<file path="src/rtl/minirisc_mc_sequencer.sv">
// Multi-cycle control sequencer for the miniRISC core: IDLE/FETCH/DECODE/EXEC/MEM/WB
// with a req/ready memory handshake, wait timeout, halt/illegal traps and a retire counter.
module minirisc_mc_sequencer #(
    parameter int OPW  = 6,
    parameter int FNW  = 5,
    parameter int TOW  = 4,
    parameter int CNTW = 16
) (
    input  logic            clk_i,
    input  logic            rst_i,
    input  logic            run_i,
    input  logic [OPW-1:0]  opcode_i,
    input  logic [FNW-1:0]  func_i,
    input  logic            br_taken_i,
    input  logic            alu_done_i,
    input  logic            mem_ready_i,
    output logic            mem_req_o,
    output logic            mem_we_o,
    output logic            mem_sel_o,
    output logic            ir_we_o,
    output logic            alu_start_o,
    output logic            rf_we_o,
    output logic            pc_we_o,
    output logic [1:0]      pc_src_o,
    output logic            halted_o,
    output logic            err_o,
    output logic [1:0]      err_code_o,
    output logic [CNTW-1:0] retired_o
);

    typedef enum logic [2:0] {
        S_IDLE, S_FETCH, S_DECODE, S_EXEC, S_MEM, S_WB, S_HALT, S_ERR
    } state_e;

    typedef enum logic [2:0] {
        C_RALU, C_IALU, C_LOAD, C_STORE, C_BRANCH, C_JUMP, C_HALT, C_ILL
    } cls_e;

    localparam logic [TOW-1:0] WAIT_LAST = TOW'((1 << TOW) - 2);

    state_e          state_q;
    cls_e            cls_q;
    cls_e            cls_dec;
    logic            multi_q;
    logic [TOW-1:0]  wait_q;
    logic [CNTW-1:0] retired_q, retired_d;
    logic            mem_req_q, mem_we_q, mem_sel_q, alu_start_q;
    logic            halted_q, err_q;
    logic [1:0]      err_code_q;
    logic            unused_func;

    assign unused_func = ^func_i[FNW-2:0];

    function automatic cls_e decode_op(input logic [OPW-1:0] op);
        if (op == {OPW{1'b1}}) return C_HALT;
        if (op > OPW'(5))      return C_ILL;
        return cls_e'(op[2:0]);
    endfunction

    assign cls_dec = decode_op(opcode_i);

    // Event pulses respond in the same cycle as ready/branch; reset suppresses them.
    always_comb begin
        ir_we_o  = 1'b0;
        rf_we_o  = 1'b0;
        pc_we_o  = 1'b0;
        pc_src_o = 2'b00;
        if (!rst_i) begin
            case (state_q)
                S_FETCH: ir_we_o = mem_ready_i;
                S_EXEC: begin
                    if (cls_q == C_BRANCH) begin
                        pc_we_o  = 1'b1;
                        pc_src_o = br_taken_i ? 2'b01 : 2'b00;
                    end else if (cls_q == C_JUMP) begin
                        pc_we_o  = 1'b1;
                        pc_src_o = 2'b10;
                    end
                end
                S_MEM:   pc_we_o = (cls_q == C_STORE) && mem_ready_i;
                S_WB: begin
                    rf_we_o = 1'b1;
                    pc_we_o = 1'b1;
                end
                default: ;
            endcase
        end
    end

    assign retired_d = (pc_we_o && retired_q != {CNTW{1'b1}}) ? retired_q + CNTW'(1) : retired_q;

    always_ff @(posedge clk_i) begin
        if (rst_i) begin
            state_q     <= S_IDLE;
            cls_q       <= C_RALU;
            multi_q     <= 1'b0;
            wait_q      <= '0;
            retired_q   <= '0;
            mem_req_q   <= 1'b0;
            mem_we_q    <= 1'b0;
            mem_sel_q   <= 1'b0;
            alu_start_q <= 1'b0;
            halted_q    <= 1'b0;
            err_q       <= 1'b0;
            err_code_q  <= 2'b00;
        end else begin
            alu_start_q <= 1'b0;
            retired_q   <= retired_d;
            case (state_q)
                S_IDLE: begin
                    if (run_i) begin
                        state_q   <= S_FETCH;
                        mem_req_q <= 1'b1;
                        mem_sel_q <= 1'b0;
                        mem_we_q  <= 1'b0;
                        wait_q    <= '0;
                    end
                end
                S_FETCH: begin
                    if (mem_ready_i) begin
                        state_q   <= S_DECODE;
                        mem_req_q <= 1'b0;
                        wait_q    <= '0;
                    end else if (wait_q == WAIT_LAST) begin
                        state_q    <= S_ERR;
                        mem_req_q  <= 1'b0;
                        err_q      <= 1'b1;
                        err_code_q <= 2'b10;
                    end else begin
                        wait_q <= wait_q + TOW'(1);
                    end
                end
                S_DECODE: begin
                    cls_q   <= cls_dec;
                    multi_q <= (cls_dec == C_RALU) && func_i[FNW-1];
                    if (cls_dec == C_HALT) begin
                        state_q  <= S_HALT;
                        halted_q <= 1'b1;
                    end else if (cls_dec == C_ILL) begin
                        state_q    <= S_ERR;
                        err_q      <= 1'b1;
                        err_code_q <= 2'b01;
                    end else begin
                        state_q     <= S_EXEC;
                        alu_start_q <= 1'b1;
                    end
                end
                S_EXEC: begin
                    case (cls_q)
                        C_RALU:  if (!multi_q || alu_done_i) state_q <= S_WB;
                        C_IALU:  state_q <= S_WB;
                        C_LOAD, C_STORE: begin
                            state_q   <= S_MEM;
                            mem_req_q <= 1'b1;
                            mem_sel_q <= 1'b1;
                            mem_we_q  <= (cls_q == C_STORE);
                            wait_q    <= '0;
                        end
                        default: begin
                            state_q   <= S_FETCH;
                            mem_req_q <= 1'b1;
                            mem_sel_q <= 1'b0;
                            mem_we_q  <= 1'b0;
                            wait_q    <= '0;
                        end
                    endcase
                end
                S_MEM: begin
                    if (mem_ready_i) begin
                        wait_q <= '0;
                        if (cls_q == C_STORE) begin
                            // Store retires here and goes straight into the next fetch request.
                            state_q   <= S_FETCH;
                            mem_req_q <= 1'b1;
                            mem_sel_q <= 1'b0;
                            mem_we_q  <= 1'b0;
                        end else begin
                            state_q   <= S_WB;
                            mem_req_q <= 1'b0;
                            mem_sel_q <= 1'b0;
                            mem_we_q  <= 1'b0;
                        end
                    end else if (wait_q == WAIT_LAST) begin
                        state_q    <= S_ERR;
                        mem_req_q  <= 1'b0;
                        mem_sel_q  <= 1'b0;
                        mem_we_q   <= 1'b0;
                        err_q      <= 1'b1;
                        err_code_q <= 2'b11;
                    end else begin
                        wait_q <= wait_q + TOW'(1);
                    end
                end
                S_WB: begin
                    state_q   <= S_FETCH;
                    mem_req_q <= 1'b1;
                    mem_sel_q <= 1'b0;
                    mem_we_q  <= 1'b0;
                    wait_q    <= '0;
                end
                default: ;
            endcase
        end
    end

    assign mem_req_o   = mem_req_q;
    assign mem_we_o    = mem_we_q;
    assign mem_sel_o   = mem_sel_q;
    assign alu_start_o = alu_start_q;
    assign halted_o    = halted_q;
    assign err_o       = err_q;
    assign err_code_o  = err_code_q;
    assign retired_o   = retired_q;

endmodule

</file>
<file path="config.mk">
export PLATFORM = sky130hd
export DESIGN_NAME = minirisc_mc_sequencer
export DESIGN_NICKNAME = d
export VERILOG_FILES = /design/src/rtl/minirisc_mc_sequencer.sv
export SDC_FILE = /design/constraint.sdc
export NUM_CORES = 1
export LEC_CHECK = 0
export ABC_AREA = 1
export BUFFER_PORTS_ARGS = -buffer_cell sky130_fd_sc_hd__buf_2
export CAP_MARGIN = 25
export CORE_MARGIN = 5
export CORE_UTILIZATION = 55
export CTS_CLUSTER_SIZE = 30
export DETAILED_ROUTE_END_ITERATION = 8
export GPL_ROUTABILITY_DRIVEN = 0
export PLACE_DENSITY = 0.89
export SETUP_SLACK_MARGIN = 0.1
export SLEW_MARGIN = 20
export SYNTH_ARGS = -nofsm -noshare
export SYNTH_HDL_FRONTEND = slang
export SYNTH_SLANG_ARGS = --single-unit
</file>
<file path="constraint.sdc">
create_clock -name clk_i -period 1.9 [get_ports clk_i]
set_input_delay 0.285 -clock clk_i [delete_from_list [all_inputs] [get_ports clk_i]]
set_output_delay 0.285 -clock clk_i [all_outputs]
set_load 0.02 [all_outputs]
</file>
==> summary.md, run 1 <==
| Metric | Value |
|---|---|
| Outcome | `complete, no violations` |
| Count of final hold-check violations | `0` |
| Flip-flop and latch area | `704.4 sq um` |
| WHS | `0.2829 ns` |
| Die width | `74.88 microns` |
| Setup_tns | `0 ns` |
| Diode count | `0` |
| Sequential-to-total area share from yosys stat | `30.27%` |
| Ports | `46` |
| Post-Place Worst Slack | `0.2250 ns` |
| Drt wl/cell | `13.25 microns` |
| Area grow syn2layout | `16.16%` |
| Iter 0 DRT Violations | `189` |
| Total power | `2.157 mW` |
| Synth Area in Compound Gates | `12.86%` |
| Crit path largest cell delay | `0.37 ns` |
| Synthesis-stage register bit count | `35` |
| Synth Area in Simple Gates | `44.22%` |
| Final net count | `401` |
| Synth Area in XOR/XNOR | `3.027%` |
| Die H | `74.88 microns` |
| Drt drc | `0` |
| Crit share post-route | `91.24%` |
| CP Max Fanout | `7` |
| Syn nets | `354` |
| Initial DRT Pass Iterations | `5` |
| Yosys top cell area share | `30.27%` |
| Worst Setup Slack, final | `0.1665 ns` |
| Clock Skew | `0.01153 ns` |
| Initial Util | `57.45%` |
| Max Cap Viol | `0` |
| Crit start category | `register` |
| Placed Area | `2567 sq um` |
| Initial antenna violation count | `0` |
| Via count | `2,389` |
| Clock Latency Late Sink | `0.29 ns` |
| First-pass GRT wire length | `9570 microns` |
| Finished Cell Area | `2689 sq um` |
| Overall routing resource usage | `21.75%` |
| Adder-cell share of the synthesized area | `1.622%` |
| CTS Hold Bufs | `0` |
| Post-Route WL | `5726 microns` |
| Layout cell share with drive strength beyond 1 | `31.41%` |
| Worst Setup SP | `state_q[1]` |
| Critical path, cell by cell | `inv_2, nand3_4, nor2_4, nor2_2, nor2_8, buf_4` |
| Worst ir drop on vdd | `0.4389 mV` |
| Util after Layout | `66.74%` |
| CTS tree | `built` |
| Rel. slew slack | `71.09%` |
| CTS Buf Count | `5` |
| Pins Over Slew Limit | `0` |
| Setup Viol. Count Final | `0` |
| Synthesized instance count | `334` |
| Layout Cells excl Fill | `432` |
| Top sig layer | `met4` |
| Worst-path clk slew | `0.08 ns` |
| WL met1 | `2472 microns` |
| Netlist cell types | `35` |
| Global route overflow | `0` |
| Wire length on met2 | `2877 microns` |
| FMAX | `0.5769 GHz` |
| Slowest cell on crit path | `dfxtp_2` |
| Core region area | `4029 sq um` |
| Hold Path Class | `in -> reg` |
| Endpoint kind of the worst setup timing path | `output port` |
| Maximum number of pins on one net before global-route repair | `19` |
| CTS sink count | `35` |
| Clock Path Buffers | `2` |
| HPWL after detailed placement | `4117 microns` |
| Post-synthesis mux area share | `0%` |
| CTS root buffer | `clkbuf_8` |
| Largest family of logic cells by synthesized area | `simple AND/OR/NAND/NOR gates` |
| Commonest non-fill, non-tap cell in the layout | `nand2_1` |
| Vias in the first global route | `2,227` |
| Unrepaired setup endpoints after global routing | `true` |
| CTS H-tree lvls | `2` |
| Rows | `23` |
| YS warnings | `0` |
| Worst reg2reg startpoint | `state_q[1]` |
| PortBufs | `41` |
| Least-Margin Pin Slew | `0.4332 ns` |
| Worst path required time | `1.62 ns` |
| Mapped Avg Cell Area | `6.930 sq um` |
| Cell count after placement | `423` |
| Most frequent cells in the layout | `82 x nand2_1, 42 x nor2_1, 40 x buf_2, 32 x dfxtp_1, 22 x inv_1` |
| Met3 wire length | `244 microns` |
| Ranking of synthesized cells by area | `dfxtp_1 30%, nand2_1 13%, nor2_1 6.8%` |
| Die ar. | `5606 sq um` |
| Crit Path Category | `reg -> out` |
| DR vias/cell | `5.530` |
| Combined area of the multi-input logic cells | `1436 sq um` |
| Synth area leader | `dfxtp_1` |
| ANT nets after route | `0` |
| Synth Cell Area | `2315 sq um` |
| Hold Crit Start | `opcode_i[0]` |
| Fin crit period | `1.733 ns` |
| Critical path arrival | `1.45 ns` |
| Total power divided by cell area | `802.1 nW/um^2` |
| Fillcell total | `352` |
| Leak | `1.113 nW` |
[layout make-up]
class                      instances  area share [%]
clock buffer                       8           3.723
inverter                          31           4.374
multi-input combinational        259           53.42
sequential                        35           26.20
tap                               50           2.327
timing repair buffer              49           9.958
[layer usage]
layer | up-vias | global-route usage (%)
met5 | - | 0
met4 | 0 | 9.486
met3 | 17 | 4.272
met2 | 79 | 36.65
met1 | 1112 | 26.86
li1 | 1181 | -
[cell usage after synthesis (all sizes together)]
| library cell | instances |
|---|---|
| nand4 | 12 |
| ha | 3 |
| buf | 6 |
| nand3 | 29 |
| inv | 29 |
| or2 | 1 |
| clkbuf | 3 |
| o21ai | 14 |
| nand3b | 1 |
| clkinv | 2 |
| nor2 | 50 |
| o221ai | 1 |
| a211oi | 1 |
| xor2 | 3 |
| xnor2 | 5 |
| a21oi | 31 |
| nand2 | 100 |
| o21a | 1 |
| nor3b | 1 |
| dfxtp | 35 |
| nor3 | 6 |
[repair_timing]
item                                    in CTS  in global routing
pin swaps                                    1                  0
buffers inserted                             1                  0
endpoints found under the setup margin       1                  4
resized for setup                            3                  3
[worst max-delay path, delay by kind of cell, from the launching register on]
family | cells | cell delay [ns]
flops | 1 | 0.37
simple gates | 4 | 0.51
buf+inv | 2 | 0.29
[cells by family (layout without fill, tap and decap cells)]
kind of cell / Yosys count / after routing
flops: 35 / 35
fa+ha+maj: 3 / 3
compound gates: 48 / 48
xor+xnor: 8 / 8
buf+inv: 40 / 88
simple gates: 200 / 200
[sequential cells by signal, summed over array words and instances, names as in the netlist]
| name | count |
|---|---|
| alu_start_o | 1 |
| cls_q | 3 |
| state_q | 3 |
| err_o | 1 |
| mem_req_o | 1 |
| err_code_o | 2 |
| wait_q | 4 |
| mem_we_o | 1 |
| mem_sel_o | 1 |
| multi_q | 1 |
| retired_o | 16 |
| halted_o | 1 |
[final timing paths]
| kind | end | slack, ns | depth (start not counted) |
|---|---|---|---|
| max reg2reg | retired_o[14] | 0.21 | 9 |
| min reg2reg | err_o | 0.45 | 2 |
| min | cls_q[0] | 0.28 | 3 |
| max | pc_we_o | 0.17 | 6 |
[where the power goes]
group | total, mW | leakage [nW] | switching, mW | internal [mW]
registers | 0.892 | 0.285 | 0.0786 | 0.813
logic | 0.673 | 0.777 | 0.457 | 0.217
clock network | 0.591 | 0.0515 | 0.261 | 0.331
Power figures use the tool's default switching activity.
==> run 2, diff against run 1 <==
--- a/config.mk
+++ b/config.mk
@@ -8,6 +8,7 @@
 export ABC_AREA = 1
 export BUFFER_PORTS_ARGS = -buffer_cell sky130_fd_sc_hd__buf_2
 export CAP_MARGIN = 25
+export CORE_ASPECT_RATIO = 1.2
 export CORE_MARGIN = 5
 export CORE_UTILIZATION = 55
 export CTS_CLUSTER_SIZE = 30
==> summary.md, run 2 (same netlist as run 1, synthesis figures left out) <==
| Metric | Value |
|---|---|
| Ports | `46 (unchanged)` |
| Worst-path clk slew | `0.07 ns (was 0.08 ns)` |
| Maximum number of pins on one net before global-route repair | `33 (was 19)` |
| Unrepaired setup endpoints after global routing | `false (was true)` |
| Sw Share | `38.13% (was 36.91%)` |
| Fillcell total | `371 (was 352)` |
| CTS Buf Count | `5 (unchanged)` |
| Max Cap Viol | `0 (unchanged)` |
| Die H | `81.07 microns (was 74.88 microns)` |
| Pins Over Slew Limit | `0 (unchanged)` |
| CTS H-tree lvls | `2 (unchanged)` |
| CTS sink count | `35 (unchanged)` |
| Total power | `2.145 mW (was 2.157 mW)` |
| Vias in the first global route | `2,289 (was 2,227)` |
| Rows | `25 (was 23)` |
| Crit path largest cell delay | `0.40 ns (was 0.37 ns)` |
| Clock Skew | `0.008784 ns (was 0.01153 ns)` |
| CP Max Fanout | `7 (unchanged)` |
| Via count | `2,359 (was 2,389)` |
| Diode count | `0 (unchanged)` |
| Area grow syn2layout | `17.73% (was 16.16%)` |
| Core region area | `4004 sq um (was 4029 sq um)` |
| CTS root buffer | `clkbuf_8 (unchanged)` |
| Most frequent cells in the layout | `82 x nand2_1, 41 x nor2_1, 40 x buf_2, 31 x dfxtp_1, 21 x inv_1 (was 82 x nand2_1, 42 x nor2_1, 40 x buf_2, 32 x dfxtp_1, 22 x inv_1)` |
| PortBufs | `41 (unchanged)` |
| Setup Viol. Count Final | `0 (unchanged)` |
| Clock Path Buffers | `2 (unchanged)` |
| Drt drc | `0 (unchanged)` |
| Count of final hold-check violations | `0 (unchanged)` |
| Clock power share | `25.9% (was 27.4%)` |
| Post-Route WL | `5799 microns (was 5726 microns)` |
| Die ar. | `5611 sq um (was 5606 sq um)` |
| FMAX | `0.5765 GHz (was 0.5769 GHz)` |
| Max FFs per register | `16 (unchanged)` |
| Initial antenna violation count | `0 (unchanged)` |
| Endpoint kind of the worst setup timing path | `output port (unchanged)` |
| Initial Util | `57.81% (was 57.45%)` |
| Clock Latency Late Sink | `0.29 ns (about the same)` |
| Crit share post-route | `91.30% (was 91.24%)` |
| Logic gate share of total power | `32.1% (was 31.2%)` |
| Commonest non-fill, non-tap cell in the layout | `nand2_1 (unchanged)` |
| Leak | `1.125 nW (was 1.113 nW)` |
| Critical path arrival | `1.45 ns (about the same)` |
| Setup_tns | `0 ns (unchanged)` |
| Drt wl/cell | `13.27 microns (was 13.25 microns)` |
| ANT nets after route | `0 (unchanged)` |
| Outcome | `complete, no violations (unchanged)` |
| Crit Path Category | `reg -> out (unchanged)` |
| Global route overflow | `0 (unchanged)` |
| CTS tree | `built (unchanged)` |
| Final net count | `403 (was 401)` |
| Worst path required time | `1.62 ns (about the same)` |
| Die width | `69.22 microns (was 74.88 microns)` |
| Worst Setup SP | `state_q[1] (unchanged)` |
| Int Pwr | `1.327 mW (was 1.361 mW)` |
| Reg power frac | `42.0% (was 41.3%)` |
| Hold Crit Start | `opcode_i[0] (unchanged)` |
| Overall routing resource usage | `21.44% (was 21.75%)` |
| Cell count after placement | `428 (was 423)` |
| Sw Pwr | `0.8178 mW (was 0.7960 mW)` |
| Post-Place Worst Slack | `0.2448 ns (was 0.2250 ns)` |
| Iter 0 DRT Violations | `220 (was 189)` |
| Rel. slew slack | `76.65% (was 71.09%)` |
| HPWL after detailed placement | `4242 microns (was 4117 microns)` |
| Initial DRT Pass Iterations | `4 (was 5)` |
| Worst Setup Slack, final | `0.1653 ns (was 0.1665 ns)` |
| CP dominant cell by count | `nand2_4` |
| Layout cell share with drive strength beyond 1 | `32.64% (was 31.41%)` |
| Slowest cell on crit path | `dfxtp_4 (was dfxtp_2)` |
| Fin crit period | `1.735 ns (was 1.733 ns)` |
| DR vias/cell | `5.398 (was 5.530)` |
| Critical path, cell by cell | `nand2_2, nor2_4, nand2_4, nand2_4, nor2_2, nor2_8, buf_4 (was inv_2, nand3_4, nor2_4, nor2_2, nor2_8, buf_4)` |
| First-pass GRT wire length | `9804 microns (was 9570 microns)` |
| Least-Margin Pin Slew | `0.3495 ns (was 0.4332 ns)` |
| Hold Path Class | `in -> reg (unchanged)` |
| Worst reg2reg startpoint | `retired_o[1] (was state_q[1])` |
| Total power divided by cell area | `787.0 nW/um^2 (was 802.1 nW/um^2)` |
| Worst ir drop on vdd | `0.3399 mV (was 0.4389 mV)` |
| Crit start category | `register (unchanged)` |
| Layout Cells excl Fill | `437 (was 432)` |
| CTS Hold Bufs | `0 (unchanged)` |
-- run 2: final timing paths --
check | end | depth (start not counted) | slack (ns)
min reg2reg | err_code_o[0] | 2 | 0.44
min | cls_q[0] | 3 | 0.27
max reg2reg | retired_o[2] | 9 | 0.30
max | pc_we_o | 7 | 0.17
-- run 2: timing repair --
item	in CTS	in global routing
setup endpoints to repair	1	5
resized for setup	6	7
pin swaps	0	3
buffers inserted	0	2
-- run 2: critical path: cells and delay by family, from the launching register on --
| kind | cells | cell delay, ns |
|---|---|---|
| simple gates | 6 | 0.60 |
| buf+inv | 1 | 0.15 |
| flops | 1 | 0.40 |
-- run 2: cell type report --
class                   instances  area (sq um)  area share, %
multi-input cells             259          1444          52.98
flip-flops and latches         35         710.7          26.08
repair buffers                 51         295.3          10.84
inverters                      31         120.1          4.408
clock buffers                   6         82.58          3.030
well taps                      54         67.56          2.479
clock inverters                 1         5.005         0.1837
-- run 2: routing by layer --
metal | part of all wire, % | GRT usage (%) | up-vias
met5 | 0 | 0 | -
met4 | 2.3 | 10.74 | 0
met3 | 5.2 | 4.703 | 11
met2 | 53 | 39.98 | 76
met1 | 39 | 22.87 | 1091
li1 | - | - | 1181
-- run 2: power groups by stage --
| stage | logic (mW) | clock network (mW) | registers (mW) |
|---|---|---|---|
| floorplan | 0.466 | 0 | 0.922 |
| global placement | 0.643 | 0 | 0.899 |
| detailed placement | 0.665 | 0 | 0.901 |
| CTS | 0.670 | 0.571 | 0.891 |
| global route | 0.774 | 0.607 | 0.910 |
| finish | 0.688 | 0.556 | 0.901 |
-- run 2: metrics by stage --
stage	util (%)	area (sq um)	hold WS [ns]
floorplan	-	2315	0.4222
global placement	64.75	2592	0.4334
detailed placement	64.75	2592	0.4346
CTS	67.25	2693	0.2648
global route	68.06	2725	0.2807
finish	68.06	2725	0.2660
